==> src/rtl/iagc_ctrl_fsm.sv <==
`default_nettype none
// iagc_ctrl_fsm -- IAGC top control FSM: N-channel round-robin sampling, valid/ready commands,
// error reporting; optional watchdog when IAGC_CTRL_TIMEOUT_EN is defined.  Rev 1.0
module iagc_ctrl_fsm #(
  parameter int N_CH           = 4,
  parameter int CH_W           = 2,
  parameter int CMD_W          = 3,
  parameter int ERR_CNT_W      = 8,
  parameter int TIMEOUT_CYCLES = 65536
) (
  input  logic                 i_clock,
  input  logic                 i_reset_n,
  input  logic                 i_init_done,
  input  logic [N_CH-1:0]      i_sample_req,
  input  logic                 i_cmd_valid,
  input  logic [CMD_W-1:0]     i_cmd_opcode,
  input  logic [CH_W-1:0]      i_cmd_arg,
  output logic                 o_cmd_ready,
  input  logic                 i_sample_end,
  input  logic                 i_dump_end,
  input  logic                 i_clean_end,
  output logic                 o_sample_start,
  output logic                 o_dump_start,
  output logic                 o_clean_start,
  output logic [CH_W-1:0]      o_channel,
  output logic                 o_soft_reset,
  output logic [3:0]           o_status,
  output logic [1:0]           o_err_code,
  output logic [ERR_CNT_W-1:0] o_err_count
);

  localparam logic [3:0] S_RESET   = 4'd0;
  localparam logic [3:0] S_INIT    = 4'd1;
  localparam logic [3:0] S_IDLE    = 4'd2;
  localparam logic [3:0] S_SAMPLE  = 4'd3;
  localparam logic [3:0] S_DECODE  = 4'd4;
  localparam logic [3:0] S_ERROR   = 4'd6;
  localparam logic [3:0] S_DUMP    = 4'd7;
  localparam logic [3:0] S_CLEAN   = 4'd8;
  localparam logic [3:0] S_TIMEOUT = 4'd9;

  localparam logic [CMD_W-1:0] OP_RESET  = CMD_W'(1);
  localparam logic [CMD_W-1:0] OP_SAMPLE = CMD_W'(2);
  localparam logic [CMD_W-1:0] OP_DUMP   = CMD_W'(3);
  localparam logic [CMD_W-1:0] OP_CLEAN  = CMD_W'(4);

  localparam logic [1:0] ERR_NONE   = 2'b00;
  localparam logic [1:0] ERR_OPCODE = 2'b01;
  localparam logic [1:0] ERR_TMO    = 2'b10;
  localparam logic [1:0] ERR_CHAN   = 2'b11;

  localparam int SUM_W = CH_W + 1;
  localparam int REQ_W = 1 << CH_W;
  localparam logic [SUM_W-1:0] NCH_V = SUM_W'(N_CH);
  localparam int TMR_W = (TIMEOUT_CYCLES > 2) ? $clog2(TIMEOUT_CYCLES) : 1;
  localparam logic [TMR_W-1:0] TMR_LAST = TMR_W'(TIMEOUT_CYCLES - 1);

  logic [3:0]       state, state_nxt;
  logic [CMD_W-1:0] op_q;
  logic [CH_W-1:0]  arg_q;
  logic [CH_W-1:0]  rr_ptr;
  logic [CH_W-1:0]  grant_ch;
  logic             grant_vld;
  logic [SUM_W-1:0] sum;
  logic [REQ_W-1:0] req_ext;
  logic             err_set;
  logic [1:0]       err_nxt;
  logic             tmo_hit;

  assign o_status     = state;
  assign o_soft_reset = (state == S_RESET);
  assign o_cmd_ready  = (state == S_IDLE);

  // Round-robin: first requester strictly after rr_ptr, wrapping modulo N_CH.
  always_comb begin
    req_ext   = REQ_W'(i_sample_req);
    grant_vld = 1'b0;
    grant_ch  = '0;
    sum       = '0;
    for (int i = 1; i <= N_CH; i++) begin
      sum = {1'b0, rr_ptr} + SUM_W'(i);
      if (sum >= NCH_V) sum = sum - NCH_V;
      if (!grant_vld && req_ext[sum[CH_W-1:0]]) begin
        grant_vld = 1'b1;
        grant_ch  = sum[CH_W-1:0];
      end
    end
  end

`ifdef IAGC_CTRL_TIMEOUT_EN
  logic [TMR_W-1:0] tmr;

  always_ff @(posedge i_clock) begin
    if (!i_reset_n) begin
      tmr <= '0;
    end else if (state == S_SAMPLE || state == S_DUMP || state == S_CLEAN) begin
      tmr <= tmr + TMR_W'(1);
    end else begin
      tmr <= '0;
    end
  end

  assign tmo_hit = (tmr == TMR_LAST);
`else
  logic unused_tmo;
  assign unused_tmo = ^TMR_LAST;
  assign tmo_hit    = 1'b0;
`endif

  always_comb begin
    state_nxt = state;
    err_set   = 1'b0;
    err_nxt   = o_err_code;
    case (state)
      S_RESET: state_nxt = S_INIT;
      S_INIT:  if (i_init_done) state_nxt = S_IDLE;
      S_IDLE: begin
        if (i_cmd_valid)    state_nxt = S_DECODE;
        else if (grant_vld) state_nxt = S_SAMPLE;
      end
      S_DECODE: begin
        case (op_q)
          OP_RESET: state_nxt = S_RESET;
          OP_SAMPLE: begin
            if ({1'b0, arg_q} < NCH_V) begin
              state_nxt = S_SAMPLE;
            end else begin
              state_nxt = S_ERROR;
              err_set   = 1'b1;
              err_nxt   = ERR_CHAN;
            end
          end
          OP_DUMP:  state_nxt = S_DUMP;
          OP_CLEAN: state_nxt = S_CLEAN;
          default: begin
            state_nxt = S_ERROR;
            err_set   = 1'b1;
            err_nxt   = ERR_OPCODE;
          end
        endcase
      end
      S_SAMPLE, S_DUMP, S_CLEAN: begin
        // The matching end input takes precedence over an expiring watchdog.
        if ((state == S_SAMPLE && i_sample_end) ||
            (state == S_DUMP   && i_dump_end)   ||
            (state == S_CLEAN  && i_clean_end)) begin
          state_nxt = S_IDLE;
        end else if (tmo_hit) begin
          state_nxt = S_TIMEOUT;
          err_set   = 1'b1;
          err_nxt   = ERR_TMO;
        end
      end
      S_ERROR, S_TIMEOUT: state_nxt = S_IDLE;
      default: state_nxt = S_RESET;
    endcase
  end

  always_ff @(posedge i_clock) begin
    if (!i_reset_n) begin
      state <= S_RESET;
    end else begin
      state <= state_nxt;
    end
  end

  // Entering RESET from a command clears the same context as the hardware reset.
  always_ff @(posedge i_clock) begin
    if (!i_reset_n || state_nxt == S_RESET) begin
      rr_ptr         <= CH_W'(N_CH - 1);
      o_channel      <= '0;
      o_err_code     <= ERR_NONE;
      o_err_count    <= '0;
      o_sample_start <= 1'b0;
      o_dump_start   <= 1'b0;
      o_clean_start  <= 1'b0;
      op_q           <= '0;
      arg_q          <= '0;
    end else begin
      o_sample_start <= (state_nxt == S_SAMPLE) && (state != S_SAMPLE);
      o_dump_start   <= (state_nxt == S_DUMP)   && (state != S_DUMP);
      o_clean_start  <= (state_nxt == S_CLEAN)  && (state != S_CLEAN);
      if (state == S_IDLE && i_cmd_valid) begin
        op_q  <= i_cmd_opcode;
        arg_q <= i_cmd_arg;
      end
      if (state == S_IDLE && !i_cmd_valid && grant_vld) begin
        o_channel <= grant_ch;
        rr_ptr    <= grant_ch;
      end
      if (state == S_DECODE && state_nxt == S_SAMPLE) begin
        o_channel <= arg_q;
      end
      if (err_set) begin
        o_err_code <= err_nxt;
        if (o_err_count != '1) o_err_count <= o_err_count + ERR_CNT_W'(1);
      end
    end
  end

endmodule
`default_nettype wire

==> config.mk <==
export PLATFORM = sky130hd
export DESIGN_NAME = iagc_ctrl_fsm
export DESIGN_NICKNAME = d
export VERILOG_FILES = /design/src/rtl/iagc_ctrl_fsm.sv
export SDC_FILE = /design/constraint.sdc
export NUM_CORES = 1
export LEC_CHECK = 0
export BUFFER_PORTS_ARGS = -buffer_cell sky130_fd_sc_hd__buf_2
export CORE_MARGIN = 1
export CORE_UTILIZATION = 47
export CTS_CLUSTER_SIZE = 8
export DETAILED_ROUTE_END_ITERATION = 7
export HOLD_SLACK_MARGIN = 0.03
export PLACE_DENSITY = 0.73
export RECOVER_POWER = 50
export SYNTH_ARGS = -nofsm -noshare
export SYNTH_HDL_FRONTEND = slang
export SYNTH_SLANG_ARGS = --single-unit
==> constraint.sdc <==
create_clock -name i_clock -period 2.5 [get_ports i_clock]
set_input_delay 0.5 -clock i_clock [delete_from_list [all_inputs] [get_ports i_clock]]
set_output_delay 0.5 -clock i_clock [all_outputs]
set_load 0.01 [all_outputs]
Yosys cells after proc, flatten, opt, wreduce, memory -nomap -nowiden
Index checks and enable logic that the tools add are counted.
- add/subtract/negate cells: 9
- bitwise gates (word level): 1
- mux-type cells: 30
- reduce and logical (&&, ||, !) cells: 29
- $lt $le $gt $ge: 8
- equal/unequal tests: 19
- operator list (operator ; number):
    $pmux W4 S6 ; 1
    $mux W2 ; 10
    $eq A4 B3 Y1 const B ; 4
    $mux W4 ; 4
    $pmux W4 S4 ; 1
    $logic_and A1 B1 Y1 ; 13
    $eq A4 B2 Y1 const B ; 3
    $eq A4 B4 Y1 const B ; 3
    $ge A3 B3 Y1 const B ; 4
    $lt A2 B3 Y1 const B ; 4
    $mux W1 ; 10
    $add A8 B1 Y8 const B ; 1
    $bmux W1 S2 ; 4
    $logic_not A4 Y1 ; 2
    $ne A8 B8 Y1 const B ; 1
    $sub A2 B1 Y2 const B ; 4
    $add A2 B2 Y3 const B ; 2
    $eq A3 B2 Y1 const B ; 2
    $logic_not A1 Y1 ; 5
    $eq A4 B1 Y1 const B ; 1
    $ne A4 B2 Y1 const B ; 1
    $ne A4 B3 Y1 const B ; 1
    $ne A4 B4 Y1 const B ; 1
    $reduce_or A4 Y1 ; 1
    other kinds (11) ; 13
- input bits: 16
- logic and storage cells: 106
- output and inout bits: 21
- register bits: 25

Depth between registers and ports, before layout
Gate-level depths: netlist (run 1).
- word-level depth: 21
- mapped depth: 7
- mapped depth without buffers: 5

Least setup slack after synthesis (run 1)
No wires, ideal clock.
- path type: input to register
- from: in i_sample_req[1]
- to: reg o_channel[0]
- library setup time: 0.122 ns
- required time: 2.378 ns
- data arrival time: 2.126 ns
- path slack: 0.252 ns
- stages on the path: 6
- path buffers: 1
- cells stage by stage: nor4_2 -> nor3_1 -> or4_4 -> o41ai_4 -> buf_6 -> nor2_1
- word-level cells in the longest chain between the ends: 18
- elaborated cells between the ends (all ways): 33
- classes of those cells: eq/ne (1); mux (21); reduce/logical (11)
- RTL lines (what ; RTL line ; text):
    start: declaration ; 14 ; input logic [N_CH-1:0] i_sample_req,
    $bmux W1 S2 ; 83 ; if (!grant_vld && req_ext[sum[CH_W-1:0]]) begin
    $mux W1 (implied by the code) ; 83 ;
    $mux W1 ; 83 ;
    $logic_not A1 Y1 ; 83 ;
    $logic_and A1 B1 Y1 ; 83 ;
    $mux W1 ; 83 ;
    $logic_not A1 Y1 ; 83 ;
    $logic_and A1 B1 Y1 ; 83 ;
    [2 not listed] ; -- ;
    $logic_and A1 B1 Y1 ; 83 ;
    $mux W1 ; 83 ;
    $mux W4 ; 119 ; else if (grant_vld) state_nxt = S_SAMPLE;
    $mux W4 ; 118 ; if (i_cmd_valid) state_nxt = S_DECODE;
    $pmux W4 S6 ; 114 ; case (state)
    $eq A4 B2 Y1 ; 191 ; if (state == S_DECODE && state_nxt == S_SAMPLE) begin
    $logic_and A1 B1 Y1 ; 191 ;
    $mux W2 / $reduce_bool A2 Y1 (equally long branches) ; -- ;
    end signal: assignment ; 188 ; o_channel <= grant_ch;
    end signal: assignment ; 192 ; o_channel <= arg_q;
    end: declaration ; 25 ; output logic [CH_W-1:0] o_channel,
Parallel ways exist; a longest one is shown, timed or not. The select of a mux whose other input is x is not followed.
A chain may end at the register's enable or synchronous reset.

Final worst setup path (run 1)
- from: reg state[2] (netlist: o_status[2])
- to: reg op_q[1]
- word-level cells in the longest chain between the ends: 8
- elaborated cells between the ends (all ways): 24
- classes of those cells: eq/ne (8); mux (5); reduce/logical (11)
- RTL lines (what ; RTL line ; text):
    start: declaration ; 58 ; logic [3:0] state, state_nxt;
    start signal: assignment ; 163 ; state <= state_nxt;
    $eq A4 B2 Y1 / $eq A4 B3 Y1 (equally long branches) ; 114, 144, 145 ;
    $logic_and A1 B1 Y1 (on tied branches) ; 144, 145 ;
    $logic_or A1 B1 Y1 ; 144 ; if ((state == S_SAMPLE && i_sample_end) ||
    $logic_or A1 B1 Y1 ; 145 ; (state == S_DUMP && i_dump_end) ||
    $mux W4 ; 144 ;
    $pmux W4 S6 ; 114 ;
    $logic_not A4 Y1 ; 169 ; if (!i_reset_n || state_nxt == S_RESET) begin
    $logic_or A1 B1 Y1 ; 169 ;
    end signal: assignment ; 184 ; op_q <= i_cmd_opcode;
    end: declaration ; 59 ; logic [CMD_W-1:0] op_q;
Parallel ways exist; a longest one is shown, timed or not.

==> results_dict.tcl, run 1 <==
set metrics [dict create \
    syn_inst 151 \
    crit_path_start_kind "flop" \
    path_max_fanout 12 \
    core_mm2 0.00254 \
    min_period_ns 2.23 \
    syn_area_mm2 0.00131 \
    synth_seq_area_share_pct 38.3 \
    place_area_mm2 0.00151 \
    synth_top_area_cell "dfxtp_1" \
    synth_cell_type_count 44 \
    end_kind "flop" \
    die_h_um 54.7 \
    area_growth_syn_to_layout_pct 15.7 \
    dp_cells 213 \
    drtIter0Drc 26 \
    switching_share_pct 27.1 \
    slowest_delay_ns 0.56 \
    p_leak_nw 0.551 \
    start_util_pct 51.3 \
    setup_viol 0 \
    clockRootBuffer "clkbuf_4" \
    clkTransAtPathRegs_ns 0.13 \
    ys_async_sr_fraction_pct 0 \
    switchingPower_mw 0.194 \
    path_buf_inv 0 \
    wl_per_cell_um 13.2 \
    grt_pass1_vias 1119 \
    dieArea_mm2 0.00299 \
    cts_buffers 3 \
    crit_type "reg -> reg" \
    finalSetupTns_ns 0 \
    cts_setup_buffers 0 \
    yosysMostFrequentCell "dfxtp_1" \
    worst_ep_required_time_ns 2.72 \
    grt_pass1_wl_um 4690 \
    worstPathArrival_ns 2.45 \
    hold_buffers 0 \
    drt_pass1_iterations 4 \
    wl_um 2870 \
    period_share_pct 89.2 \
    place.gp.congestion 0.793 \
    fin_nets 205 \
    vias 1268 \
    maxCapViolCount 0 \
    pin_count 37 \
    max-vdd-ir-drop_uv 347 \
    intPower_mw 0.521 \
    synthFlopType "dfxtp_1" \
    portBuffers 35 \
    combPwrFrac_pct 16.2 \
    cts_tree "yes" \
    syn_area_per_cell_um2 8.65 \
    hold_viol_final 0 \
    slew_violations 0 \
    clk_latency_ns 0.31 \
    track_usage_pct 22.1 \
    die_x_um 54.7 \
    syn_nets 168 \
    crit_path_cell_trace "or4b_1 -> nor3_1 -> or4_4 -> or4_1 -> and3_1" \
    status "complete, no violations" \
    cts_resized 0 \
    detail_route.vias_per_cell 5.84 \
    final_cell_area_mm2 0.00151 \
    synth_seq_cells 25 \
    cts.sinks 25 \
    ff2ff_setup_slack_ns 0.27 \
    cts.htree.levels 1 \
    instances_no_fill 217 \
    fin_util_pct 59.4 \
    synth_edf_count 0 \
    grt_max_degree 14 \
    postRouteAntennaNets 0 \
    clockPowerShare_pct 24.5 \
    dp_hpwl_um 2210 \
    finalClockSkew_ns 0.00294 \
    cellPowerDensity_mw_per_mm2 473 \
    ys_warn_count 0 \
    n_antenna_cell 0 \
    slew_headroom_pct 35.6 \
    synth_commonest_cells "dfxtp_1, nor2_1, nand2_1, a21oi_1, o21ai_0" \
    crit_slowest_cell "dfxtp_1" \
    num_rows 18 \
    max_freq_ghz 0.448 \
    timing.hold.ws_ns 0.424 \
    gr-total-overflow 0 \
    seqPwrFrac_pct 59.3 \
    tightest_slew_ns 0.953 \
    drc 0 \
    layout-drive-gt1-share_pct 14.4 \
    crit_family "simple AND/OR/NAND/NOR gates" \
    cts.path.max_buffers 2 \
    synth_area_leaders "dfxtp_1, xnor2_1, nor2_1" \
    min_path_type "in -> reg" \
    synth_top_area_share_pct 38.3 \
    grt_setup_unrepaired "no" \
    antenna_found_initial 0 \
]
## path summary, 6_finish.rpt
check / startpoint / endpoint / cells past startpoint
hold reg to reg: arg_q[0] / arg_q[0] / 2
setup / recovery: o_status[2] / op_q[1] / 5
hold / removal: i_cmd_arg[0] / arg_q[0] / 3
setup reg to reg: o_status[2] / op_q[1] / 5
## area by class of cell
| class | count | area [µm²] |
|---|---|---|
| fillers | 248 | 1030 |
| repair buffers | 40 | 185 |
| well taps | 30 | 37.5 |
| flip-flops and latches | 25 | 500 |
| multi-input cells | 113 | 743 |
| inverters | 5 | 18.8 |
| clock buffers | 4 | 26.3 |
## placed cells by master, fill, tap and decap left out, types with 4 or more instances in the layout
master	instances
nor3b_1	5
clkbuf_1	21
buf_2	16
nand2_1	10
o21ai_0	7
inv_1	5
a21oi_1	7
dfxtp_1	25
nor2_1	13
nand3_1	6
buf_4	4
and3_1	5
nor4_1	4
nor3_1	5
xnor2_1	6
## metal layers
metal  track usage (%)  part of all wire, %  vias up
met3              2.78                  5.0        4
met1              28.9                   48      592
met4              7.26                 0.97        0
li1                  -                    -      631
met5                 0                    0        -
met2              36.9                   46       41
## metrics by stage
stage	worst slack [ns]	power, mW
CTS	0.246	0.721
global route	0.0228	0.757
floorplan	0.252	0.505
finish	0.270	0.715
global placement	0.144	0.545
detailed placement	0.0805	0.549
## registers in the layout, summed over array words and instances (netlist names)
signal and flops:
op_q 3, rr_ptr 2, o_err_count 8, o_channel 2
o_err_code 1, o_dump_start 1, o_sample_start 1, arg_q 2
o_status 4, o_clean_start 1
## kinds of logic after synthesis
kind of cell,synth area share (%)
fa+ha+maj,0.958
xor+xnor,4.02
compound gates,16.5
flops,38.3
mux,3.16
other cells,0.287
simple gates,32.0
buf+inv,4.79
## power groups by stage
stage | combinational (mW) | clock (mW) | sequential [mW]
6_report | 0.116 | 0.175 | 0.424
2_1_floorplan | 0.0803 | 0 | 0.425
3_5_place_dp | 0.117 | 0 | 0.432
3_3_place_gp | 0.114 | 0 | 0.431
5_1_grt | 0.129 | 0.201 | 0.426
4_1_cts | 0.118 | 0.180 | 0.423
## worst min-delay path: stages
cell,delay (ns)
buf_2,0.09
nand3_1,0.05
a21oi_1,0.05
Note: power is estimated with default switching activity, not from simulation.
==> run 2: changes to the inputs <==
--- a/config.mk
+++ b/config.mk
@@ -13,6 +13,7 @@
 export HOLD_SLACK_MARGIN = 0.03
 export PLACE_DENSITY = 0.73
 export RECOVER_POWER = 50
+export REMOVE_ABC_BUFFERS = 1
 export SYNTH_ARGS = -nofsm -noshare
 export SYNTH_HDL_FRONTEND = slang
 export SYNTH_SLANG_ARGS = --single-unit
==> run 2 against run 1 <==
  * Final cell count decreased by 0.46%
  * Clock skew up 0.0017 ns
  * Final area increased by 0.17%
  * Fmax fell by 4.4%
  * Register-to-register slack worse by 0.10 ns
  * Via count decreased by 2.7%
  * Worst hold slack worse by 0.0077 ns
  * Critical path depth did not move
  * Total power is 0.70% higher
  * Routed wire length fell by 1.6%
  * Combinational power barely moved
  * Clock-buffer cell count is the same
==> results_dict.tcl, run 2 (synthesis gave the netlist of run 1 again) <==
set metrics [dict create \
    max_freq_ghz 0.429 \
    die_h_um 54.7 \
    top_register "o_err_count" \
    cts_resized 0 \
    layout_common_cells "dfxtp_1, clkbuf_1, buf_2" \
    slew_violations 0 \
    grt_pass1_wl_um 4460 \
    r2r_end "op_q[1]" \
    dp_hpwl_um 2100 \
    postRouteAntennaNets 0 \
    dp_cells 212 \
    tightest_slew_ns 0.856 \
    path_max_fanout 12 \
    antenna_found_initial 0 \
    pin_count 37 \
    num_rows 18 \
    finalClockSkew_ns 0.00464 \
    clk_latency_ns 0.32 \
    dieArea_mm2 0.00299 \
    drtIter0Drc 18 \
    cellPowerDensity_mw_per_mm2 475 \
    worst_ep_required_time_ns 2.73 \
    area_growth_syn_to_layout_pct 15.9 \
    hold_buffers 0 \
    place.gp.congestion 0.758 \
    min_period_ns 2.33 \
    instances_no_fill 216 \
    slew_headroom_pct 42.2 \
    gr-total-overflow 0 \
    hold_viol_final 0 \
    end_kind "flop" \
    cts_buffers 3 \
    die_x_um 54.7 \
    ff2ff_setup_slack_ns 0.17 \
    n_antenna_cell 0 \
    drt_pass1_iterations 4 \
    rr_worst_depth 5 \
    grt_pass1_vias 1028 \
    wl_um 2830 \
    track_usage_pct 20.8 \
    drc 0 \
    fin_util_pct 59.5 \
    setup_viol 0 \
    clkTransAtPathRegs_ns 0.13 \
    vias 1234 \
    clockRootBuffer "clkbuf_4" \
    grt_max_degree 17 \
    fin_nets 204 \
    status "complete, no violations" \
    min_to "arg_q[1]" \
    cts.path.max_buffers 2 \
    min_path_cells 3 \
    start_util_pct 51.3 \
    worstHoldStart "i_cmd_arg[1]" \
    maxCapViolCount 0 \
    wl_per_cell_um 13.1 \
    cts_tree "yes" \
    worstPathArrival_ns 2.56 \
    cts.htree.levels 1 \
    core_mm2 0.00254 \
    cts_setup_buffers 0 \
    grt_setup_unrepaired "no" \
    detail_route.vias_per_cell 5.71 \
    largest_reg_flops 8 \
    period_share_pct 93.3 \
    p_leak_nw 0.554 \
    layout-drive-gt1-share_pct 14.0 \
    portBuffers 35 \
    min_path_type "in -> reg" \
    rr_startpoint "o_status[2]" \
    max-vdd-ir-drop_uv 325 \
    crit_path_start_kind "flop" \
    crit_type "reg -> reg" \
    cts.sinks 25 \
    finalSetupTns_ns 0 \
    final_common_cell "dfxtp_1" \
]
==> run 2: changes by cell type in the layout (fill, tap and decap cells not counted) <==
cell,delta
clkbuf_1,-1
and2_0,-1
buf_12,+1
or4_4,-1
buf_2,+1
and2_1,+1
buf_4,-2
or4_1,+1
==> run 2: critical path, cell delays in order (launching register included) <==
cell and delay [ns]:
dfxtp_1 0.57, or4b_1 0.24, nor3_1 0.08, or4_1 0.59, or4_1 0.57, and3_1 0.19
==> run 2: routing by layer <==
| layer | GRT usage [%] | share of wire [%] |
|---|---|---|
| met5 | 0 | 0 |
| met4 | 8.97 | 1.1 |
| met3 | 2.50 | 4.2 |
| met2 | 33.3 | 46 |
| met1 | 27.8 | 49 |
==> run 2: final cells by class <==
| cell class | instances | area, µm² |
|---|---|---|
| Multi-Input combinational cell | 113 | 739 |
| Tap cell | 30 | 37.5 |
| Clock buffer | 4 | 26.3 |
| Inverter | 5 | 18.8 |
| Timing Repair Buffer | 39 | 191 |
| Fill cell | 255 | 1030 |
| Sequential cell | 25 | 500 |
==> run 2: worst max path at each step <==
stage	cells past startpoint	slack (ns)	startpoint	end
floorplan	5	0.16	i_sample_req[1]	o_err_count[4]
global placement	6	0.14	i_sample_req[1]	op_q[1]
detailed placement	6	0.06	i_sample_req[1]	op_q[1]
CTS	5	0.24	o_status[2]	op_q[1]
global route	5	0.07	o_status[2]	op_q[1]
finish	5	0.17	o_status[2]	op_q[1]
==> run 2: power breakdown <==
part           switching (mW)  total (mW)  internal [mW]
Sequential             0.0162       0.424          0.407
Clock                   0.117       0.180         0.0625
Combinational          0.0638       0.116         0.0525
==> run 2: per-stage QoR <==
stage	power (mW)	area [µm²]	hold WS, ns	worst slack [ns]
CTS	0.736	1540	0.402	0.241
finish	0.720	1510	0.416	0.168
global route	0.758	1510	0.414	0.0743
global placement	0.548	1520	0.450	0.143
detailed placement	0.552	1520	0.454	0.0628
floorplan	0.496	1260	0.436	0.156
